[config.mk]
export PLATFORM = sky130hd
export DESIGN_NAME = axi_lite_regfile_flat
export DESIGN_NICKNAME = d
export VERILOG_FILES = /design/src/rtl/axi_lite_pkg.sv /design/src/rtl/axi_lite_regfile_if.sv /design/src/rtl/axi_lite_regfile.sv /design/src/flat_wrapper.sv
export SDC_FILE = /design/constraint.sdc
export NUM_CORES = 1
export LEC_CHECK = 0
export CAP_MARGIN = 20
export CORE_AREA = 5 5 462 464
export CTS_CLUSTER_DIAMETER = 120
export DETAILED_ROUTE_END_ITERATION = 8
export DIE_AREA = 0 0 467 469
export RECOVER_POWER = 100
export SKIP_CTS_REPAIR_TIMING = 1
export SYNTH_ARGS = -nofsm -noshare
export SYNTH_HDL_FRONTEND = slang
export SYNTH_SLANG_ARGS = --single-unit
[constraint.sdc]
create_clock -name ACLK -period 3.6 [get_ports ACLK]
set_input_delay 1.08 -clock ACLK [delete_from_list [all_inputs] [get_ports ACLK]]
set_output_delay 1.08 -clock ACLK [all_outputs]
set_load 0.02 [all_outputs]
[src/rtl/axi_lite_pkg.sv]
// Shared AXI4-Lite types and width helpers for slave-side endpoints.
// Latency: none (types and constant functions only).
// Backpressure: not applicable.
package axi_lite_pkg;

  typedef enum logic [1:0] {
    OKAY   = 2'b00,
    EXOKAY = 2'b01,
    SLVERR = 2'b10,
    DECERR = 2'b11
  } resp_t;

  // Number of byte lanes on a data bus of the given width.
  function automatic int strb_width(input int data_width);
    return data_width / 8;
  endfunction

  // Number of low address bits that select a byte inside one bus word.
  function automatic int addr_lsb(input int data_width);
    return $clog2(data_width / 8);
  endfunction

endpackage

[src/rtl/axi_lite_regfile_if.sv]
// AXI4-Lite bundle (AW, W, B, AR, R) between one master and one slave.
// Latency: none (wiring only).
// Backpressure: carried by the per-channel VALID/READY pairs.
interface axi_lite_regfile_if
  import axi_lite_pkg::*;
#(
  parameter int DATA_WIDTH = 32,
  parameter int ADDR_WIDTH = 32
);

  localparam int STRB_W = strb_width(DATA_WIDTH);

  logic [ADDR_WIDTH-1:0] AWADDR;
  logic                  AWVALID;
  logic [2:0]            AWPROT;
  logic                  AWREADY;

  logic [DATA_WIDTH-1:0] WDATA;
  logic [STRB_W-1:0]     WSTRB;
  logic                  WVALID;
  logic                  WREADY;

  resp_t                 BRESP;
  logic                  BVALID;
  logic                  BREADY;

  logic [ADDR_WIDTH-1:0] ARADDR;
  logic                  ARVALID;
  logic                  ARREADY;

  logic [DATA_WIDTH-1:0] RDATA;
  resp_t                 RRESP;
  logic                  RVALID;
  logic                  RREADY;

  modport master (
    output AWADDR, AWVALID, AWPROT, WDATA, WSTRB, WVALID, BREADY,
           ARADDR, ARVALID, RREADY,
    input  AWREADY, WREADY, BRESP, BVALID, ARREADY, RDATA, RRESP, RVALID
  );

  modport slave (
    input  AWADDR, AWVALID, AWPROT, WDATA, WSTRB, WVALID, BREADY,
           ARADDR, ARVALID, RREADY,
    output AWREADY, WREADY, BRESP, BVALID, ARREADY, RDATA, RRESP, RVALID
  );

endinterface

[src/rtl/axi_lite_regfile.sv]
// AXI4-Lite slave register file with byte strobes, RO status slots and SLVERR on decode/permission errors.
// Latency: write commits one edge after both AW and W are held; read data one edge after AR handshake.
// Backpressure: AW/W each buffer one beat; commit stalls while BVALID waits for BREADY; AR stalls while R is stalled.
module axi_lite_regfile
  import axi_lite_pkg::*;
#(
  parameter int                    DATA_WIDTH = 32,
  parameter int                    ADDR_WIDTH = 32,
  parameter int                    NUM_REGS   = 16,
  parameter logic [NUM_REGS-1:0]   RO_MASK    = '0,
  parameter logic [DATA_WIDTH-1:0] RESET_VAL  = '0
) (
  input  logic                           ACLK,
  input  logic                           ARESET,
  axi_lite_regfile_if.slave              s_axi,
  output logic [NUM_REGS*DATA_WIDTH-1:0] regs_o,
  input  logic [NUM_REGS*DATA_WIDTH-1:0] hw_i,
  output logic [NUM_REGS-1:0]            wr_pulse_o
);

  localparam int STRB_W   = strb_width(DATA_WIDTH);
  localparam int ADDR_LSB = addr_lsb(DATA_WIDTH);

  // Write-side hold registers and B channel state
  logic                  aw_held_q, aw_held_d;
  logic [ADDR_WIDTH-1:0] awaddr_q, awaddr_d;
  logic                  w_held_q, w_held_d;
  logic [DATA_WIDTH-1:0] wdata_q, wdata_d;
  logic [STRB_W-1:0]     wstrb_q, wstrb_d;
  logic                  bvalid_q, bvalid_d;
  resp_t                 bresp_q, bresp_d;
  logic [NUM_REGS-1:0]   wr_pulse_q;

  // Read channel state
  logic                  rvalid_q, rvalid_d;
  logic [DATA_WIDTH-1:0] rdata_q, rdata_d;
  resp_t                 rresp_q, rresp_d;

  logic                  aw_hs, w_hs, ar_hs, commit, wr_ok, rd_ok, arready;
  logic [ADDR_WIDTH-1:0] widx, ridx;
  logic [NUM_REGS-1:0]   wr_hit, rd_hit, wr_sel;
  logic [DATA_WIDTH-1:0] rd_slot [NUM_REGS];
  logic [DATA_WIDTH-1:0] rd_mux;

  assign widx    = awaddr_q >> ADDR_LSB;
  assign ridx    = s_axi.ARADDR >> ADDR_LSB;
  assign arready = !rvalid_q || s_axi.RREADY;

  assign aw_hs  = s_axi.AWVALID && !aw_held_q;
  assign w_hs   = s_axi.WVALID && !w_held_q;
  assign ar_hs  = s_axi.ARVALID && arready;
  assign commit = aw_held_q && w_held_q && !bvalid_q;

  // A write is accepted only when it lands on a writable in-range slot.
  assign wr_ok  = |(wr_hit & ~RO_MASK);
  assign rd_ok  = |rd_hit;

  for (genvar i = 0; i < NUM_REGS; i++) begin : g_reg
    assign wr_hit[i] = (widx == ADDR_WIDTH'(i));
    assign rd_hit[i] = (ridx == ADDR_WIDTH'(i));
    assign wr_sel[i] = commit && wr_hit[i] && !RO_MASK[i];

    if (RO_MASK[i]) begin : g_ro
      assign rd_slot[i] = hw_i[i*DATA_WIDTH +: DATA_WIDTH];
    end else begin : g_rw
      logic [DATA_WIDTH-1:0] reg_q, reg_d;

      // Merge strobed bytes of the held write data into this register.
      always_comb begin
        reg_d = reg_q;
        if (wr_sel[i]) begin
          for (int b = 0; b < STRB_W; b++) begin
            if (wstrb_q[b]) reg_d[8*b +: 8] = wdata_q[8*b +: 8];
          end
        end
      end

      // Register storage with reset to the configured value.
      always_ff @(posedge ACLK) begin
        if (ARESET) reg_q <= RESET_VAL;
        else        reg_q <= reg_d;
      end

      assign rd_slot[i] = reg_q;
    end

    assign regs_o[i*DATA_WIDTH +: DATA_WIDTH] = rd_slot[i];
  end

  // Read mux: one-hot select over all slots, zero when out of range.
  always_comb begin
    rd_mux = '0;
    for (int i = 0; i < NUM_REGS; i++) begin
      if (rd_hit[i]) rd_mux = rd_mux | rd_slot[i];
    end
  end

  // Next-state for hold registers, B and R channels.
  always_comb begin
    aw_held_d = aw_held_q;
    awaddr_d  = awaddr_q;
    w_held_d  = w_held_q;
    wdata_d   = wdata_q;
    wstrb_d   = wstrb_q;
    bvalid_d  = bvalid_q;
    bresp_d   = bresp_q;
    rvalid_d  = rvalid_q;
    rdata_d   = rdata_q;
    rresp_d   = rresp_q;

    if (commit) begin
      aw_held_d = 1'b0;
      w_held_d  = 1'b0;
      bvalid_d  = 1'b1;
      bresp_d   = wr_ok ? OKAY : SLVERR;
    end else if (s_axi.BREADY) begin
      bvalid_d  = 1'b0;
    end

    if (aw_hs) begin
      aw_held_d = 1'b1;
      awaddr_d  = s_axi.AWADDR;
    end
    if (w_hs) begin
      w_held_d  = 1'b1;
      wdata_d   = s_axi.WDATA;
      wstrb_d   = s_axi.WSTRB;
    end

    // Read data is captured only at AR handshake, so it holds while R stalls.
    if (ar_hs) begin
      rvalid_d = 1'b1;
      rdata_d  = rd_mux;
      rresp_d  = rd_ok ? OKAY : SLVERR;
    end else if (s_axi.RREADY) begin
      rvalid_d = 1'b0;
    end
  end

  // Control and channel registers; reset drops any in-flight transaction.
  always_ff @(posedge ACLK) begin
    if (ARESET) begin
      aw_held_q  <= 1'b0;
      awaddr_q   <= '0;
      w_held_q   <= 1'b0;
      wdata_q    <= '0;
      wstrb_q    <= '0;
      bvalid_q   <= 1'b0;
      bresp_q    <= OKAY;
      rvalid_q   <= 1'b0;
      rdata_q    <= '0;
      rresp_q    <= OKAY;
      wr_pulse_q <= '0;
    end else begin
      aw_held_q  <= aw_held_d;
      awaddr_q   <= awaddr_d;
      w_held_q   <= w_held_d;
      wdata_q    <= wdata_d;
      wstrb_q    <= wstrb_d;
      bvalid_q   <= bvalid_d;
      bresp_q    <= bresp_d;
      rvalid_q   <= rvalid_d;
      rdata_q    <= rdata_d;
      rresp_q    <= rresp_d;
      wr_pulse_q <= wr_sel;
    end
  end

  assign s_axi.AWREADY = !aw_held_q;
  assign s_axi.WREADY  = !w_held_q;
  assign s_axi.BVALID  = bvalid_q;
  assign s_axi.BRESP   = bresp_q;
  assign s_axi.ARREADY = arready;
  assign s_axi.RVALID  = rvalid_q;
  assign s_axi.RDATA   = rdata_q;
  assign s_axi.RRESP   = rresp_q;
  assign wr_pulse_o    = wr_pulse_q;

  // AWPROT is ignored and hw_i slots of RW registers are not consumed.
  logic unused_bits;
  assign unused_bits = ^{s_axi.AWPROT, hw_i, awaddr_q, s_axi.ARADDR};

endmodule

[src/flat_wrapper.sv]
// flat-port wrapper written by rule: the top's interface ports become plain ports
module axi_lite_regfile_flat import axi_lite_pkg::*;
#(
  parameter int                    DATA_WIDTH = 32,
  parameter int                    ADDR_WIDTH = 32,
  parameter int                    NUM_REGS   = 16,
  parameter logic [NUM_REGS-1:0]   RO_MASK    = '0,
  parameter logic [DATA_WIDTH-1:0] RESET_VAL  = '0
)
  (ACLK, ARESET, regs_o, hw_i, wr_pulse_o, s_axi_AWADDR, s_axi_AWVALID, s_axi_AWPROT, s_axi_WDATA, s_axi_WSTRB, s_axi_WVALID, s_axi_BREADY, s_axi_ARADDR, s_axi_ARVALID, s_axi_RREADY, s_axi_AWREADY, s_axi_WREADY, s_axi_BRESP, s_axi_BVALID, s_axi_ARREADY, s_axi_RDATA, s_axi_RRESP, s_axi_RVALID);
  axi_lite_regfile_if #(.DATA_WIDTH(DATA_WIDTH), .ADDR_WIDTH(ADDR_WIDTH)) s_axi_i ();
  input  logic ACLK;
  input  logic ARESET;
  output logic [NUM_REGS*DATA_WIDTH-1:0] regs_o;
  input  logic [NUM_REGS*DATA_WIDTH-1:0] hw_i;
  output logic [NUM_REGS-1:0] wr_pulse_o;
  input wire logic [$bits(s_axi_i.AWADDR)-1:0] s_axi_AWADDR;
  input wire logic [$bits(s_axi_i.AWVALID)-1:0] s_axi_AWVALID;
  input wire logic [$bits(s_axi_i.AWPROT)-1:0] s_axi_AWPROT;
  input wire logic [$bits(s_axi_i.WDATA)-1:0] s_axi_WDATA;
  input wire logic [$bits(s_axi_i.WSTRB)-1:0] s_axi_WSTRB;
  input wire logic [$bits(s_axi_i.WVALID)-1:0] s_axi_WVALID;
  input wire logic [$bits(s_axi_i.BREADY)-1:0] s_axi_BREADY;
  input wire logic [$bits(s_axi_i.ARADDR)-1:0] s_axi_ARADDR;
  input wire logic [$bits(s_axi_i.ARVALID)-1:0] s_axi_ARVALID;
  input wire logic [$bits(s_axi_i.RREADY)-1:0] s_axi_RREADY;
  output wire logic [$bits(s_axi_i.AWREADY)-1:0] s_axi_AWREADY;
  output wire logic [$bits(s_axi_i.WREADY)-1:0] s_axi_WREADY;
  output wire logic [$bits(s_axi_i.BRESP)-1:0] s_axi_BRESP;
  output wire logic [$bits(s_axi_i.BVALID)-1:0] s_axi_BVALID;
  output wire logic [$bits(s_axi_i.ARREADY)-1:0] s_axi_ARREADY;
  output wire logic [$bits(s_axi_i.RDATA)-1:0] s_axi_RDATA;
  output wire logic [$bits(s_axi_i.RRESP)-1:0] s_axi_RRESP;
  output wire logic [$bits(s_axi_i.RVALID)-1:0] s_axi_RVALID;
  assign s_axi_i.AWADDR = s_axi_AWADDR;
  assign s_axi_i.AWVALID = s_axi_AWVALID;
  assign s_axi_i.AWPROT = s_axi_AWPROT;
  assign s_axi_i.WDATA = s_axi_WDATA;
  assign s_axi_i.WSTRB = s_axi_WSTRB;
  assign s_axi_i.WVALID = s_axi_WVALID;
  assign s_axi_i.BREADY = s_axi_BREADY;
  assign s_axi_i.ARADDR = s_axi_ARADDR;
  assign s_axi_i.ARVALID = s_axi_ARVALID;
  assign s_axi_i.RREADY = s_axi_RREADY;
  assign s_axi_AWREADY = s_axi_i.AWREADY;
  assign s_axi_WREADY = s_axi_i.WREADY;
  assign s_axi_BRESP = s_axi_i.BRESP;
  assign s_axi_BVALID = s_axi_i.BVALID;
  assign s_axi_ARREADY = s_axi_i.ARREADY;
  assign s_axi_RDATA = s_axi_i.RDATA;
  assign s_axi_RRESP = s_axi_i.RRESP;
  assign s_axi_RVALID = s_axi_i.RVALID;
  axi_lite_regfile #(.DATA_WIDTH(DATA_WIDTH), .ADDR_WIDTH(ADDR_WIDTH), .NUM_REGS(NUM_REGS), .RO_MASK(RO_MASK), .RESET_VAL(RESET_VAL)) u_core (.ACLK(ACLK), .ARESET(ARESET), .s_axi(s_axi_i), .regs_o(regs_o), .hw_i(hw_i), .wr_pulse_o(wr_pulse_o));
endmodule
Word level (Yosys, flattened, before mapping)
Index checks and enable logic that the tools add are counted.
W data, S select, Z words.

storage, ports and cells
  register bits after elaboration = 636
  bits of input ports = 622
  output and inout port bits = 569
  logic and storage cells = 243

operators by class
  equality and inequality tests = 30
  muxes and demuxes = 25
  bitwise logic cells = 15
  reductions and logical operators = 98

operator list
  kind                   count
  $mux W32               16
  $eq A30 B4 Y1 const B  16
  $or A32 B32 Y32        15
  $eq A30 B3 Y1 const B  8
  $reduce_and A2 Y1      64
  $eq A30 B2 Y1 const B  4
  $logic_not A32 Y1      2
  $eq A30 B1 Y1 const B  2
  $reduce_or A16 Y1      2
  $logic_and A1 B1 Y1    21
  $reduce_bool A2 Y1     4
  $mux W1                7
  $logic_not A1 Y1       4
  $mux W2                2
  $logic_or A1 B1 Y1     1

Longest topological paths before layout
  depth after elaboration = 32
  mapped depth = 10
  depth with buffers taken out = 6

Least setup slack after synthesis
Ideal clock, no wire load.

  kind = input to register
  from = input s_axi_ARADDR[18]
  to = register u_core.rdata_q[10], in the netlist u_core.s_axi.RDATA[10]
  library setup time = 0.080 ns
  arrival = 3.168 ns
  setup slack = 0.352 ns
  cell stages on the path = 9
  buffers on the path = 3
  cell sequence = or4_1 -> buf_2 -> or3_1 -> buf_6 -> nor4_4 -> buf_6 -> a221oi_1 -> and3_1 -> a211oi_2

between the ends
  word-level cells in the longest chain between the ends = 32
  elaborated cells on any way between the ends = 47
  those cells by class = 15 x eq/ne; 16 x mux; 15 x bitwise; 1 x reduce/logical

ends and longest elaborated chain
  element                 RTL line                 RTL
  start: declaration      flat_wrapper.sv:24       input wire logic [$bits(s_axi_i.ARADDR)-1:0] s_axi_ARADDR;
  $logic_not A32 Y1       axi_lite_regfile.sv:60   assign rd_hit[i] = (ridx == ADDR_WIDTH'(i));
  $mux W32                axi_lite_regfile.sv:94   if (rd_hit[i]) rd_mux = rd_mux | rd_slot[i];
  $or A32 B32 Y32         axi_lite_regfile.sv:94
  $mux W32                axi_lite_regfile.sv:94
  $or A32 B32 Y32         axi_lite_regfile.sv:94
  $mux W32                axi_lite_regfile.sv:94
  $or A32 B32 Y32         axi_lite_regfile.sv:94
  $mux W32                axi_lite_regfile.sv:94
  [... 16 more ...]       n/a
  $or A32 B32 Y32         axi_lite_regfile.sv:94
  $mux W32                axi_lite_regfile.sv:94
  $or A32 B32 Y32         axi_lite_regfile.sv:94
  $mux W32                axi_lite_regfile.sv:94
  $or A32 B32 Y32         axi_lite_regfile.sv:94
  $mux W32                axi_lite_regfile.sv:94
  $or A32 B32 Y32         axi_lite_regfile.sv:94
  $mux W32 *              axi_lite_regfile.sv:94
  end signal: assignment  axi_lite_regfile.sv:163  rdata_q <= rdata_d;
  end: declaration        axi_lite_regfile.sv:36   logic [DATA_WIDTH-1:0] rdata_q, rdata_d;

Mark *: on every way between the ends. The rest lies on a longest branch, timed or not.
A chain may end at the register's enable or synchronous reset.

Worst setup path in the final report
  from = input s_axi_ARADDR[24]
  to = register u_core.rdata_q[5], in the netlist u_core.s_axi.RDATA[5]

Same word-level chain as after synthesis.

==> flow_summary.yaml <==
critical_path:
  worst-r2r-setup-slack_ps: 250
  critPathRequiredTime_ps: 4220
  r2r.worst_path.cells: 8
  worst_r2r_startpoint: "u_core.awaddr_q[8]"
  worstSetupEndpoint: "u_core.s_axi.RDATA[5]"
  worst_reg2reg_endpoint: "u_core.g_reg[1].g_rw.reg_q[19]"
  path_class: "input pin to register"
  setup.worst_path.end_class: "register"
  cp-start-kind: "input pin"
  worst_setup_path_startpoint: "s_axi_ARADDR[24]"
  arrival_ps: 4220
  critical_path_peak_fanout: 7
layout:
  final_net_count: 4572
  drive_gt1_share_pct: 12.0
  most_frequent_cells_in_the_layout: "sky130_fd_sc_hd__dfxtp_1, sky130_fd_sc_hd__nand2_1, sky130_fd_sc_hd__dlygate4sd3_1, sky130_fd_sc_hd__a21oi_1, sky130_fd_sc_hd__o21ai_0"
  multi_input_area_sq_um: 12400
  count_of_fill_cells_added_during_filler_insertion: 23100
  mostFrequentLayoutCell: "sky130_fd_sc_hd__dfxtp_1"
  area_delta_synth_final_pct: 57.3
  layout.area.seq_sq_um: 12700
synth:
  syn_area_sq_um: 26100
  yosys-top-cells-area: "sky130_fd_sc_hd__dfxtp_1, sky130_fd_sc_hd__a21oi_1, sky130_fd_sc_hd__nand2_1, sky130_fd_sc_hd__o21ai_0, sky130_fd_sc_hd__mux2i_1"
  synth-seq-cells: 632
  synth.yosys.seq_area_share_pct: 48.4
  gate_count_post_synth: 3201
  syn_avg_cell_area_sq_um: 8.16
  synth.largest_area_cell: "sky130_fd_sc_hd__dfxtp_1"
  ys.warnings.count: 0
  count_of_distinct_cell_types_in_the_synthesized_netlist: 62
  synth_async_sr_flop_share_pct: 0
  synth_edf_count: 0
  postSynth.topFlopCell: "sky130_fd_sc_hd__dfxtp_1"
  synth_largest_type_area_fraction_pct: 48.4
drt:
  routed_wirelength_microns: 198000
  detail_route.first_pass.iterations: 9
  via_count: 30100
  detail_route.drc_violations: 4
  ant_nets: 0
  viasPerCell: 4.40
  detailedRoute.firstIterationViolations: 3936
  routed_wire_length_per_instance_microns: 29.0
clock_network:
  clock_latency_ps: 740
  clock-root-buffer: "sky130_fd_sc_hd__clkbuf_16"
  ctsLongestPathBuffers: 3
  cts.htree.levels: 3
  cts_sinks: 632
  cts_buffers: 78
  cts_tree: "yes"
  clkSlewWorstSetupHoldPaths_ps: 60
global_routing:
  grt_util_met1_pct: 22.1
  global_route_usage_over_all_layers_pct: 17.1
  gr-usage-met2_pct: 26.2
  grt_pass1_wl_microns: 258000
  global_routing_s_busiest_layer: "met2"
  number_of_antenna_violations_at_the_first_check_in_global_routing: 41
  grt_pass1_vias: 28200
  m3_gr_usage_pct: 4.82
  total_congestion_overflow_after_global_routing: 0
  grt_max_degree: 127
timing:
  timing.slew.headroom_pct: -47.4
  least_setup_slack_across_all_paths_after_layout_ps: -2.15
  timing_max_transition_violations_final: 74
  tightestPinTransition_ps: 2210
  setup_viol_count_final: 1
  post-route-min-period_ps: 3600
  period_share_pct: 100
  max_freq_mhz: 278
  skew_ps: 85.6
  fin_hold_ws_ps: 456
  hold_violations: 0
run_status:
  status: "finished with violations"
  failed_checks: "DRC, capacitance limit, slew limit, setup timing"
placement:
  io_buffers: 669
  preCtsSetupSlack_ps: -1190
  gp_routability_congestion: 0.932
  hpwlAfterDp_microns: 156000
die:
  start_util_pct: 12.5
  chipWidth_microns: 467
  core_region_area_sq_um: 209000
  design.die.area_sq_um: 219000
  boundaryPins: 1191
  die_height_microns: 469
  core.rowCount: 168
flow_run:
  maxCapViolCount: 1
pwr:
  worst_ir_drop_vdd_mv: 0.386
  power.static_leakage_uw: 0.0151
  cellPowerDensity_nw_per_um2: 409
min_path:
  timing.hold.worst.class: "register to register"
[power by group]
part,switching [uW],leakage (uW),internal [uW],total (uW)
registers,171,0.00511,7060,7230
logic,722,0.00867,382,1100
clock network,3540,0.00132,4940,8480
total,4430,0.0151,12400,16800
[synth_stat cells (all sizes together), types with 7 or more instances]
master and instances:
nand2 574, a21oi 478, buf 28, o21ai 420, a311oi 19, mux2i 121, a221oi 31, a211oi 19
a222oi 38, a32o 12, dfxtp 632, and3 26, nor2 242, a221o 11, nand3 10, a22oi 104
nor4 19, nor3 7, and2 9, a22o 25, clkbuf 287, or2 8
[stage by stage]
step	setup TNS [ps]	power (uW)	cells	utilization, %	area [sq um]
2_1_floorplan	0	7720	3202	-	26100
3_3_place_gp	-27450	8490	6666	18.3	38300
3_5_place_dp	-27620	8510	6672	18.4	38400
4_1_cts	-2440	17000	6813	19.7	41100
5_1_grt	-61.5	17300	6820	19.7	41100
6_report	-2.15	16800	6833	19.7	41100
[layer usage]
metal	up-vias	part of all wire (%)
met5	-	0.031
met4	10	5.7
met3	370	10
met2	1971	43
met1	14900	41
li1	12900	-
[kinds of logic (layout without fill, tap and decap cells)]
kind of cell | Yosys count | after routing | share of synthesized area [%]
compound gates | 1181 | 1181 | 26.6
simple gates | 939 | 939 | 15.2
flops | 632 | 632 | 48.4
buf+inv | 321 | 1130 | 4.85
mux | 127 | 127 | 4.89
other cells | 1 | 19 | 0.0143
[registers in the layout, indices dropped and copies added, names as in the netlist]
register / count
u_core.g.g_rw.reg_q: 512
u_core.s_axi.RDATA: 32
u_core.wdata_q: 32
u_core.awaddr_q: 30
u_core.wr_pulse_o: 16
u_core.wstrb_q: 4
u_core.aw_held_q: 1
u_core.s_axi.BRESP: 1
u_core.s_axi.BVALID: 1
u_core.s_axi.RRESP: 1
u_core.s_axi.RVALID: 1
u_core.w_held_q: 1
[area by class of cell]
cell class                 instances  area share, %
sequential                       632           30.8
tap                             2805           8.54
antenna                           17          0.103
timing repair buffer             983           23.6
clock inverter                    31           1.30
multi-input combinational       2249           30.2
inverter                           6         0.0548
clock buffer                     110           5.38
[critical path: stages]
cell	delay, ps
sky130_fd_sc_hd__clkdlybuf4s50_1	410
sky130_fd_sc_hd__buf_4	170
sky130_fd_sc_hd__or4_4	630
sky130_fd_sc_hd__or3_1	420
sky130_fd_sc_hd__buf_6	160
sky130_fd_sc_hd__or2_4	300
sky130_fd_sc_hd__clkbuf_16	200
sky130_fd_sc_hd__o21ai_0	320
sky130_fd_sc_hd__a211oi_1	220
sky130_fd_sc_hd__a211oi_1	280
[worst min-delay path by stage]
| stage | endpoint | depth (start not counted) | start | slack (ps) |
|---|---|---|---|---|
| CTS | u_core.awaddr_q[24] | 2 | u_core.awaddr_q[24] | 460 |
| floorplan | u_core.awaddr_q[14] | 2 | u_core.awaddr_q[14] | 440 |
| finish | u_core.awaddr_q[16] | 2 | u_core.awaddr_q[16] | 460 |
| detailed placement | u_core.awaddr_q[24] | 2 | u_core.awaddr_q[24] | 450 |
| global route | u_core.awaddr_q[25] | 2 | u_core.awaddr_q[25] | 490 |
| global placement | u_core.awaddr_q[11] | 2 | u_core.awaddr_q[11] | 440 |
(Power assumes the default switching activity.)
